[config.mk]
export PLATFORM = sky130hd
export DESIGN_NAME = cpu_clock_gen
export DESIGN_NICKNAME = d
export VERILOG_FILES = /design/src/rtl/cpu_clock_gen.sv
export SDC_FILE = /design/constraint.sdc
export NUM_CORES = 1
export LEC_CHECK = 0
export CAP_MARGIN = 20
export CORE_MARGIN = 2
export CORE_UTILIZATION = 51
export CTS_CLUSTER_SIZE = 14
export DETAILED_ROUTE_END_ITERATION = 12
export PLACE_DENSITY_LB_ADDON = 0.1
export RECOVER_POWER = 50
export SLEW_MARGIN = 20
export SYNTH_ARGS = -nofsm -noshare
export SYNTH_HDL_FRONTEND = slang
export SYNTH_SLANG_ARGS = --single-unit
[constraint.sdc]
create_clock -name clk -period 3.7 [get_ports clk]
set_input_delay 0.555 -clock clk [delete_from_list [all_inputs] [get_ports clk]]
set_output_delay 0.555 -clock clk [all_outputs]
set_load 0.02 [all_outputs]
[src/rtl/cpu_clock_gen.sv]
// cpu_clock_gen: derives the 8-bit CPU clock from the system clock.
// The CPU clock free-runs with a programmable phase length, or advances one
// debounced pushbutton press at a time in manual mode. HLT holds it low.
// All outputs are registered so cpu_clk is glitch-free and full-phase.
module cpu_clock_gen #(
  parameter int DIV_WIDTH       = 16,
  parameter int DEBOUNCE_CYCLES = 4,
  parameter int STEP_HIGH       = 2
) (
  input  logic                 clk,
  input  logic                 clr,
  input  logic [DIV_WIDTH-1:0] div,
  input  logic                 manual_mode,
  input  logic                 step_btn,
  input  logic                 halt,
  output logic                 cpu_clk,
  output logic                 cpu_clk_n,
  output logic                 cpu_clk_rise
);

  // Debounce counter only has to reach DEBOUNCE_CYCLES, then it saturates.
  localparam int                   DB_WIDTH  = $clog2(DEBOUNCE_CYCLES + 1);
  localparam logic [DB_WIDTH-1:0]  DB_TARGET = DB_WIDTH'(DEBOUNCE_CYCLES);
  localparam logic [DB_WIDTH-1:0]  DB_ONE    = DB_WIDTH'(1);
  localparam logic [DIV_WIDTH-1:0] STEP_LAST = DIV_WIDTH'(STEP_HIGH - 1);
  localparam logic [DIV_WIDTH-1:0] CNT_ONE   = DIV_WIDTH'(1);
  localparam logic [DIV_WIDTH-1:0] CNT_MAX   = '1;

  typedef enum logic [1:0] {
    LOW  = 2'd0,
    HIGH = 2'd1,
    STEP = 2'd2
  } state_t;

  logic [1:0]           mode_sync;
  logic [1:0]           btn_sync;
  logic                 mode_s;
  logic                 btn_s;

  logic                 btn_last;
  logic                 btn_db;
  logic [DB_WIDTH-1:0]  db_cnt;
  logic [DB_WIDTH-1:0]  db_cnt_next;
  logic                 level_accept;
  logic                 press_accept;

  logic                 step_armed;
  logic                 step_take;

  state_t               state;
  state_t               state_next;
  logic [DIV_WIDTH-1:0] cnt;
  logic [DIV_WIDTH-1:0] cnt_next;

  assign mode_s = mode_sync[1];
  assign btn_s  = btn_sync[1];

  // Two-flop synchronizers for the asynchronous switch and pushbutton.
  always_ff @(posedge clk or posedge clr) begin
    if (clr) begin
      mode_sync <= 2'b00;
      btn_sync  <= 2'b00;
    end else begin
      mode_sync <= {mode_sync[0], manual_mode};
      btn_sync  <= {btn_sync[0], step_btn};
    end
  end

  // Length of the current run of identical synced samples, including this one.
  always_comb begin
    db_cnt_next = db_cnt;
    if (btn_s != btn_last) begin
      db_cnt_next = DB_ONE;
    end else if (db_cnt < DB_TARGET) begin
      db_cnt_next = db_cnt + DB_ONE;
    end
    level_accept = (db_cnt_next >= DB_TARGET) && (btn_s != btn_db);
    press_accept = level_accept && btn_s;
  end

  // Debounce state: last sample, run length and the accepted button level.
  always_ff @(posedge clk or posedge clr) begin
    if (clr) begin
      btn_last <= 1'b0;
      db_cnt   <= '0;
      btn_db   <= 1'b0;
    end else begin
      btn_last <= btn_s;
      db_cnt   <= db_cnt_next;
      if (level_accept) begin
        btn_db <= btn_s;
      end
    end
  end

  // One pending step per accepted press; HLT throws pending presses away.
  always_ff @(posedge clk or posedge clr) begin
    if (clr) begin
      step_armed <= 1'b0;
    end else if (halt) begin
      step_armed <= 1'b0;
    end else if (press_accept) begin
      step_armed <= 1'b1;
    end else if (step_take) begin
      step_armed <= 1'b0;
    end
  end

  // Phase sequencing: >= compares let a lowered div end the phase at once.
  always_comb begin
    state_next = state;
    cnt_next   = cnt;
    step_take  = 1'b0;
    case (state)
      LOW: begin
        if (!halt && !mode_s && (cnt >= div)) begin
          state_next = HIGH;
          cnt_next   = '0;
        end else if (!halt && mode_s && step_armed) begin
          state_next = STEP;
          cnt_next   = '0;
          step_take  = 1'b1;
        end else if (cnt != CNT_MAX) begin
          cnt_next = cnt + CNT_ONE;
        end
      end
      HIGH: begin
        if (cnt >= div) begin
          state_next = LOW;
          cnt_next   = '0;
        end else begin
          cnt_next = cnt + CNT_ONE;
        end
      end
      STEP: begin
        if (cnt >= STEP_LAST) begin
          state_next = LOW;
          cnt_next   = '0;
        end else begin
          cnt_next = cnt + CNT_ONE;
        end
      end
      default: begin
        state_next = LOW;
        cnt_next   = '0;
      end
    endcase
  end

  // State, phase counter and the registered clock outputs move together.
  always_ff @(posedge clk or posedge clr) begin
    if (clr) begin
      state        <= LOW;
      cnt          <= '0;
      cpu_clk      <= 1'b0;
      cpu_clk_n    <= 1'b1;
      cpu_clk_rise <= 1'b0;
    end else begin
      state        <= state_next;
      cnt          <= cnt_next;
      cpu_clk      <= (state_next != LOW);
      cpu_clk_n    <= (state_next == LOW);
      cpu_clk_rise <= (state == LOW) && (state_next != LOW);
    end
  end

endmodule

==> results.txt <==
core area = 3630 sq um
Slew HR = 25.4%
n_diodes = 0
Top delay family on crit path = compound AO/OA/AOI/OAI gates
Initial Util = 52.4%
post-CTS sizing = 0
Die X = 65.1 um
worst hold path class = flop to flop
grt total ovfl = 0
port bufs = 23
leakage power = 1.07 nW
DR pass1 iterations = 4
cells along the critical path = clkdlybuf4s50_1 -> ha_1 -> nand2b_1 -> a2111oi_0 -> o32ai_1 -> or2_2 -> a211o_2 -> a211oi_1
Syn Area/Cell = 9.67 sq um
grt peak-use layer = met2
sequential share of the synthesized area = 40.8%
cell taking the most area after synthesis = dfrtp_1
Die ar. = 4240 sq um
Critical Path RT = 3.88 ns
Post-synth EDFFs = 0
grt met1 use = 25.5%
Final Setup Violations = 0
Worst-path clk slew = 0.06 ns
worst slew pin tran = 1.12 ns
Cell Pwr Density = 473 nW/um^2
initial antenna violation count = 0
detail-routed via count per cell = 5.57
Crit Path Class = input pin to flop
slowest CP cell = a2111oi_0
global-route wire length before repair = 7.06 mm
async set-or-reset flop fraction in the synthesized netlist = 100%
ys flop type = dfrtp_1
Tcrit/Tclk final = 80.0%
Max Cap Violations = 0
syn nets = 238
FMAX = 338 MHz
RSZ-0062 raised after global routing = no
Reg2Reg Depth = 8
critical path depth = 8
DP Area = 2170 sq um
type of origin of the critical path = input pin
cts bufs inserted = 5
H-tree depth = 2
final setup margin = 0.739 ns
DR DRC count = 0
commonest cells in the netlist = 30 x dfrtp_1, 22 x inv_1, 20 x ha_1
Clock Sinks = 31
post-synth cell types = 47
worst-path maximum fanout = 14
final setup TNS = 0 ns
CTS Root Cell = clkbuf_8
final hold vios = 0
clock skew = 0.00857 ns
drt initial violations = 90
most common cell in the synthesized netlist = dfrtp_1
final WL = 3.94 mm
Final ANT Viol Nets = 0
total number of vias = 1,521
Syn Inst Count = 197
post-synthesis register bit count = 31
dpl ws = 0.507 ns
HPWL after DPL = 2.98 mm
final cell utilization of the core = 63.1%
Design Area, Final = 2290 sq um
ranking of synthesized cells by area = dfrtp_1 39%, ha_1 13%, xor2_1 4.6%
met2 Use GR = 38.5%
max incr delay on CP = 0.46 ns
fin crit period = 2.96 ns
Slew Viols, Final = 0
clock buffer depth = 2
layout net count = 265
run status = finished clean
drt wl/cell = 14.4 um
Die H = 65.1 um
WP buf/inv = 1
CP Capture Type = flop
P&R area growth vs syn = 20.4%
grt met3 use = 5.99%
CTS tree = done
largest net degree at the start of global routing = 32
Core Rows = 22
Setup Buffers After CTS = 0
I/O pin total = 24
Tot GR Track Use = 21.9%
VDD IR max = 0.000285 V
share of cells above drive strength 1 = 7.11%
GP Congestion = 0.894
worst hold path depth = 0
vias in the first global route = 1,623
cell area after synthesis = 1900 sq um
share of the synthesized area in the top cell type = 39.4%
Skew-Pair Late Insertion Delay = 0.29 ns
crit path DAT = 3.14 ns
synth warn = 0
# hold bufs at CTS = 0
-- cells by family after synthesis --
kind of cell	count (synthesis)	synth area share (%)
XOR/XNOR	14	6.44
flip-flops	31	40.8
multiplexers	2	1.05
buffers and inverters	25	5.39
AO/OA/AOI/OAI	44	15.6
AND/OR/NAND/NOR	61	17.6
adder cells (fa/ha/maj)	20	13.1
-- layout by cell type, fill, tap and decap left out, drive strengths merged, types with 2 or more instances in the layout --
cell and instances:
dfrtp 30, inv 22, ha 20, clkdlybuf4s50 20, o21ai 18, nor2 13
nand2 12, xor2 10, a21oi 6, clkbuf 6, nand4 5, nand3 5
and2 4, xnor2 4, nor3 4, o21a 3, and4 3, or3 3
dlygate4sd3 3, o31a 3, nand2b 2, o211ai 2, nor4 2, nor2b 2
mux2i 2, a211o 2, or4b 2
-- where the power goes --
part	switching [mW]	internal (mW)
logic	0.128	0.128
clock network	0.125	0.218
registers	0.0859	0.400
total	0.339	0.746
-- per-layer routing --
layer  share of wire, %  vias to the layer above
met5                  0                        -
met4                1.5                        0
met3                4.1                        8
met2                 50                       21
met1                 45                      743
li1                   -                      749
-- state kept, by name, indices dropped and copies added (netlist names) --
name / count
db_cnt: 3
btn_db: 1
cpu_clk_n: 1
cnt: 16
cpu_clk_rise: 1
step_armed: 1
btn_sync: 2
state: 2
btn_last: 1
mode_sync: 2
cpu_clk: 1
-- area by class of cell --
| type | instances | area [sq um] |
|---|---|---|
| inverters | 22 | 82.6 |
| well taps | 48 | 60.1 |
| multi-input cells | 141 | 1020 |
| flip-flops and latches | 31 | 777 |
| fillers | 323 | 1340 |
| clock buffers | 6 | 82.6 |
| repair buffers | 23 | 230 |
| clock inverters | 2 | 35.0 |
-- per-stage QoR --
| stage | power, mW | std cells | hold WS, ns |
|---|---|---|---|
| finish | 1.08 | 273 | 0.354 |
| global route | 1.16 | 273 | 0.357 |
| CTS | 1.09 | 273 | 0.356 |
| detailed placement | 0.746 | 265 | 0.341 |
| global placement | 0.723 | 265 | 0.334 |
| floorplan | 0.646 | 197 | 0.331 |
-- final timing paths --
path / startpoint / endpoint / slack, ns
worst min-delay path: btn_sync[0] / btn_sync[1] / 0.35
worst max register to register: cnt[0] / cnt[15] / 0.91
min in group asynchronous: clr / cnt[3] / 0.99
worst max-delay path: div[0] / cnt[15] / 0.74
worst min register to register: btn_sync[0] / btn_sync[1] / 0.35
max in group asynchronous: clr / cpu_clk_rise / 2.03
Note: power is estimated with default switching activity, not from simulation.
